$ cat src/rtl/psw_code_writer.sv
// Enrolment writer for the switch-password lock: capture a new code, confirm it, commit it.
// Optional three-strike lockout is built when PSW_LOCKOUT_EN is defined.
module psw_code_writer #(
  parameter int CODE_LEN = 4,
  parameter int TIMEOUT = 50000000,
  parameter logic [4*CODE_LEN-1:0] DEFAULT_CODE = 16'h4321,
  parameter int LOCKOUT_CYCLES = 250000000
) (
  input  logic       clk,
  input  logic       rst,
  input  logic [9:0] sw_rise,
  input  logic       enroll_req,
  input  logic       unlocked,
  input  logic [2:0] rd_idx,
  output logic [3:0] rd_digit,
  output logic       busy,
  output logic       done,
  output logic       err,
  output logic [2:0] wr_state
);

  localparam int CNT_W = (CODE_LEN > 1) ? $clog2(CODE_LEN) : 1;
  localparam int TMO_W = (TIMEOUT > 1) ? $clog2(TIMEOUT) : 1;

  typedef enum logic [2:0] {
    S_IDLE    = 3'd0,
    S_ENTER   = 3'd1,
    S_CONFIRM = 3'd2,
    S_COMMIT  = 3'd3,
    S_FAIL    = 3'd4,
    S_LOCKOUT = 3'd5
  } state_t;

  state_t                  state_q, state_d;
  logic [4*CODE_LEN-1:0]   code_q;
  logic [4*CODE_LEN-1:0]   shadow_q;
  logic [CNT_W-1:0]        cnt_q;
  logic [TMO_W-1:0]        tmo_q;

  logic       key_vld, key_bad, cnt_last, tmo_end;
  logic [3:0] key_digit, shadow_digit;

`ifdef PSW_LOCKOUT_EN
  localparam int LOCK_W = (LOCKOUT_CYCLES > 1) ? $clog2(LOCKOUT_CYCLES) : 1;
  logic [1:0]        fail_cnt_q;
  logic [LOCK_W-1:0] lock_cnt_q;
  logic              lock_end;
  assign lock_end = (lock_cnt_q == LOCK_W'(LOCKOUT_CYCLES - 1));
`endif

  // Key decode: exactly one switch edge is a digit, several at once is a bad key.
  always_comb begin
    key_digit = 4'd0;
    for (int i = 0; i < 10; i++) begin
      if (sw_rise[i]) key_digit = 4'(i);
    end
  end

  assign key_vld  = $onehot(sw_rise);
  assign key_bad  = (sw_rise != 10'd0) && !key_vld;
  assign cnt_last = (cnt_q == CNT_W'(CODE_LEN - 1));
  assign tmo_end  = (tmo_q == TMO_W'(TIMEOUT - 1));

  always_comb begin
    shadow_digit = 4'd0;
    for (int i = 0; i < CODE_LEN; i++) begin
      if (cnt_q == CNT_W'(i)) shadow_digit = shadow_q[4*i +: 4];
    end
  end

  always_comb begin
    rd_digit = 4'd0;
    for (int i = 0; i < CODE_LEN; i++) begin
      if (rd_idx == 3'(i)) rd_digit = code_q[4*i +: 4];
    end
  end

  // Next-state decision; a dropped unlock or bad key outranks any digit in the same cycle.
  always_comb begin
    state_d = state_q;
    case (state_q)
      S_IDLE: begin
        if (enroll_req && unlocked) state_d = S_ENTER;
      end
      S_ENTER: begin
        if (!unlocked || key_bad)  state_d = S_FAIL;
        else if (key_vld) begin
          if (cnt_last)            state_d = S_CONFIRM;
        end
        else if (tmo_end)          state_d = S_FAIL;
      end
      S_CONFIRM: begin
        if (!unlocked || key_bad)  state_d = S_FAIL;
        else if (key_vld) begin
          if (key_digit != shadow_digit) state_d = S_FAIL;
          else if (cnt_last)             state_d = S_COMMIT;
        end
        else if (tmo_end)          state_d = S_FAIL;
      end
      S_COMMIT: state_d = S_IDLE;
      S_FAIL: begin
`ifdef PSW_LOCKOUT_EN
        state_d = (fail_cnt_q == 2'd2) ? S_LOCKOUT : S_IDLE;
`else
        state_d = S_IDLE;
`endif
      end
`ifdef PSW_LOCKOUT_EN
      S_LOCKOUT: begin
        if (lock_end) state_d = S_IDLE;
      end
`endif
      default: state_d = S_IDLE;
    endcase
  end

  always_ff @(posedge clk or posedge rst) begin
    if (rst) begin
      state_q  <= S_IDLE;
      code_q   <= DEFAULT_CODE;
      shadow_q <= '0;
      cnt_q    <= '0;
      tmo_q    <= '0;
    end else begin
      state_q <= state_d;
      case (state_q)
        S_IDLE: begin
          cnt_q <= '0;
          tmo_q <= '0;
        end
        S_ENTER, S_CONFIRM: begin
          if (unlocked && key_vld) begin
            if (state_q == S_ENTER) begin
              for (int i = 0; i < CODE_LEN; i++) begin
                if (cnt_q == CNT_W'(i)) shadow_q[4*i +: 4] <= key_digit;
              end
            end
            cnt_q <= cnt_last ? '0 : cnt_q + 1'b1;
            tmo_q <= '0;
          end else begin
            tmo_q <= tmo_q + 1'b1;
          end
        end
        S_COMMIT: code_q <= shadow_q;
        default: ;
      endcase
    end
  end

`ifdef PSW_LOCKOUT_EN
  // Consecutive-failure tracking and lockout timer.
  always_ff @(posedge clk or posedge rst) begin
    if (rst) begin
      fail_cnt_q <= 2'd0;
      lock_cnt_q <= '0;
    end else begin
      case (state_q)
        S_FAIL:   fail_cnt_q <= fail_cnt_q + 2'd1;
        S_COMMIT: fail_cnt_q <= 2'd0;
        S_LOCKOUT: begin
          if (lock_end) begin
            lock_cnt_q <= '0;
            fail_cnt_q <= 2'd0;
          end else begin
            lock_cnt_q <= lock_cnt_q + 1'b1;
          end
        end
        default: ;
      endcase
    end
  end
`endif

  assign busy     = (state_q != S_IDLE);
  assign done     = (state_q == S_COMMIT);
  assign err      = (state_q == S_FAIL);
  assign wr_state = state_q;

endmodule

$ cat config.mk
export PLATFORM = sky130hd
export DESIGN_NAME = psw_code_writer
export DESIGN_NICKNAME = d
export VERILOG_FILES = /design/src/rtl/psw_code_writer.sv
export SDC_FILE = /design/constraint.sdc
export NUM_CORES = 1
export LEC_CHECK = 0
export ABC_AREA = 0
export CORE_ASPECT_RATIO = 1.2
export CORE_MARGIN = 5
export CORE_UTILIZATION = 55
export CTS_CLUSTER_DIAMETER = 50
export DETAILED_ROUTE_END_ITERATION = 10
export PLACE_DENSITY_LB_ADDON = 0.3
export SLEW_MARGIN = 25
export SYNTH_ARGS = -nofsm -noshare
export SYNTH_HDL_FRONTEND = slang
export SYNTH_SLANG_ARGS = --single-unit
$ cat constraint.sdc
create_clock -name clk -period 4.4 [get_ports clk]
set_input_delay 0.88 -clock clk [delete_from_list [all_inputs] [get_ports clk]]
set_output_delay 0.88 -clock clk [all_outputs]
set_load 0.01 [all_outputs]
==> summary.txt <==
Die
  • Die Height: 99.8 um
  • CORE AREA: around 6500 um2
  • Die Area: 8460 um2
  • Initial core utilization: 0.569
  • Cell row count: 32
  • Die X: about 85 um
  • I/O pin cnt: 27

Synth
  • Leading area contributor after synthesis: dfrtp_1
  • Syn Nets: roughly 410
  • Synth Area in XOR/XNOR: 0.0261
  • Synthesized area: roughly 3700 um2
  • Ys Warns: 0
  • Top_reg_cell synth: dfrtp_1
  • Post-synthesis sequential area ratio: 0.429
  • Top cell type's share of synthesized area: 0.393
  • Mapped Avg Cell Area: 9.72 um2
  • Netlist cell types: 62
  • Synth Area in Compound Gates: 0.145
  • Most instantiated cells after synthesis: dfrtp_1, nand2_1, o21ai_0, inv_1, a21oi_1
  • Number of synthesized flops with an enable pin: 0
  • Mux share of post-synthesis cell area: 0.0905
  • Synth top area cells: dfrtp_1, mux2_2, nand2_1
  • Simple-Gate Fraction of Synth Area: 0.202
  • Most common cell in the synthesized netlist: dfrtp_1
  • Combinational family with the most area after synthesis: simple AND/OR/NAND/NOR gates
  • Ys async rst share: 1.00
  • Cell count after synthesis: 380
  • Area share of fa/ha/maj cells after synthesis: 0.0596
  • #FFs+latches synth: 63

Clocking
  • Cts bufs inserted: 9
  • Clock sink total: 63
  • Max Root-Sink Buffers: 2
  • Clock latency on the worst-skew pair: 0.34 ns
  • TritonCTS clock tree: yes
  • H-tree levels: 3
  • Clk root buf: clkbuf_8
  • Hold_buf cts: 0
  • Clk slew on worst S/H paths: about 0.07 ns

Route
  • Router iterations before antenna repair: 4
  • Post-route ant nets: 0
  • Routed wire per std cell: roughly 16 um
  • DR iter-0 viols: roughly 160
  • Final WL: between 8000 and 9000 um
  • DRC: 0
  • Via density: ~5.9
  • Vias: just over 3,000

Layout
  • Share of cells above drive strength 1: 0.234
  • Layout Nets: roughly 460
  • Synth-to-Final Area Change: 19.0%
  • N_diodes: 0

Worst setup path
  • FF-to-FF End: wr_state[2]
  • Critical path's slowest cell: fa_1
  • Worst path cell trace: clkdlybuf4s15_1 -> fa_1 -> fa_1 -> inv_2 -> fa_1 -> inv_2 -> ha_4 -> inv_2 -> fa_2 -> a2111o_1 -> a21oi_2 -> buf_4 -> nand2_2 -> nor3_1 -> a21oi_1 -> o22ai_1
  • Worst-path maximum fanout: 4
  • Crit Path Category: in -> reg
  • Critical Path Start Type: primary input
  • Critical path data arrival time: roughly 4.5 ns
  • Reg2Reg Launch Point: cnt_q[0]
  • Worst setup EP type: flop
  • R2r setup slk: between 2 and 2.5 ns
  • CP max stage delay: 0.50 ns
  • Reg2Reg Depth: 9
  • Req. time, crit path: 4.66 ns

Job
  • Number of max-cap violations: 0

Min path
  • Hold path depth: 2
  • Hold Startpoint: code_q[12]
  • Worst hold endpoint: code_q[12]
  • Hold WC Path Type: reg -> reg

STA
  • Final min period: between 4 and 5 ns
  • # setup viols final: 0
  • Clock Skews: around 0.0072 ns
  • Fin worst setup slack: ~0.13 ns
  • Achievable Freq: about 230 MHz
  • Hold Fails Final Rpt: 0
  • Worst hold slack: 0.473 ns
  • Crit share post-route: 0.971
  • Fin. max-slew vios: 0
  • Slew headroom: 0.484
  • Worst slew pin tran: slightly below 0.8 ns

Run status
  • Status: finished clean

Power
  • Maximum vdd drop: between 0.0002 and 0.00025 V
  • Leakage: ~1.9 nW
  • PwrDens: approximately 340 nW/um2

Place
  • Number of port buffers: 26
  • HPWL after detailed placement: between 6000 and 7000 um
  • Final Wtd Congestion: just under 0.9
  • Post-placement worst setup slack: -0.549 ns

Global route
  • Largest net degree at the start of global routing: slightly above 50
  • Overflow after GRT: 0
  • First-pass GRT wire length: between 10,000 and 15,000 um
  • Vias in the first global route: ~3,000
  • Antenna violations before repair: 0
  • Gr usage total: 0.213
[how the worst max path moves through the flow]
stage / start / endpoint / slack (ns) / depth (start not counted)
detailed placement: sw_rise[7] / tmo_q[3] / -0.55 / 17
global placement: sw_rise[7] / shadow_q[14] / -0.47 / 15
finish: sw_rise[3] / wr_state[0] / 0.13 / 16
CTS: sw_rise[5] / cnt_q[0] / 0.005 / 17
global route: sw_rise[3] / wr_state[0] / -0.05 / 16
floorplan: sw_rise[0] / shadow_q[10] / 0.04 / 14
[per-stage QoR]
step | total power, W | instance area, um2 | utilization | std cells | TNS [ns]
floorplan | 0.000855 | 3700 | - | 380 | 0
global placement | 0.000966 | 4130 | 0.636 | 497 | -18.15
detailed placement | 0.000977 | 4130 | 0.636 | 497 | -21.45
CTS | 0.00148 | 4370 | 0.674 | 514 | 0
global route | 0.00158 | 4390 | 0.677 | 516 | -0.0479
finish | 0.00150 | 4390 | 0.677 | 516 | 0
[where the power goes]
part	internal [W]	leakage (nW)	switching, W
Combinational	0.000168	0.987	0.000193
Sequential	0.000604	0.852	0.0000339
Clock	0.000261	0.0875	0.000239
Total	0.00103	1.93	0.000466
[critical path, delay by kind of cell]
family          cells  cell delay [ns]
buf+inv             5             0.49
fa+ha+maj           5             1.88
compound gates      4             0.87
simple gates        2             0.41
[flip-flops by register name (all words and copies together), names as in the netlist]
register  count
code_q       16
cnt_q         2
tmo_q        26
shadow_q     16
wr_state      3
[cell usage in the layout, fill, tap and decap left out, types with 3 or more instances in the layout]
master           Yosys  routed
a22oi_1              4       4
o21ai_0             37      33
or3_1                3       3
ha_1                 8       7
dfrtp_1             58      58
nor2b_1              5       5
mux4_2               4       4
mux2_2              19      18
nand2_2              4       4
clkbuf_2             1       5
dfstp_2              5       5
nand4_1              8       8
xor2_1               6       6
a21oi_1             20      19
fa_1                 6       5
nor3_1               9       9
clkbuf_8             2       9
mux2i_1              3       3
o31ai_1              8       8
a31oi_1              3       3
a21o_1               3       3
nand3_1              9       9
buf_6                1       4
nor2_1              15      15
and4_1               3       3
inv_1               24      20
o21ai_1              3       7
buf_4                1      19
nand2b_1             8       7
inv_2                0       3
clkdlybuf4s50_1      0      20
nand2_1             50      49
xnor2_1              5       5
clkinvlp_4           0       4
[cell type report]
| class | instances | area, um2 |
|---|---|---|
| fill | 508 | 2090 |
| multi-input combinational | 279 | 1990 |
| sequential | 63 | 1580 |
| timing repair buffer | 49 | 423 |
| clock buffer | 9 | 124 |
| tap | 85 | 106 |
| inverter | 24 | 92.6 |
| clock inverter | 7 | 73.8 |
[what timing repair did]
action                     CTS  global route
pin swaps                    3             9
gates resized for setup     16            22
setup endpoints to repair   43            43
buffers inserted             1             2
[cells by family (layout without fill, tap and decap cells)]
kind of cell | after synthesis | count (layout)
xor gates and xnor gates | 11 | 11
DFF | 63 | 63
adders and majority gates | 14 | 14
muxes | 26 | 26
AOI/OAI and AO/OA | 90 | 90
and+or+nand+nor | 138 | 138
buffers and inverters | 38 | 89
[routing by layer]
metal  global-route usage  part of all wire  vias up
met2                0.347              0.51       89
met4               0.0987             0.020        0
li1                     -                 -     1442
met1                0.279              0.43     1502
met5                    0                 0        -
met3               0.0307             0.044       17
Note: power is estimated with default switching activity, not from simulation.
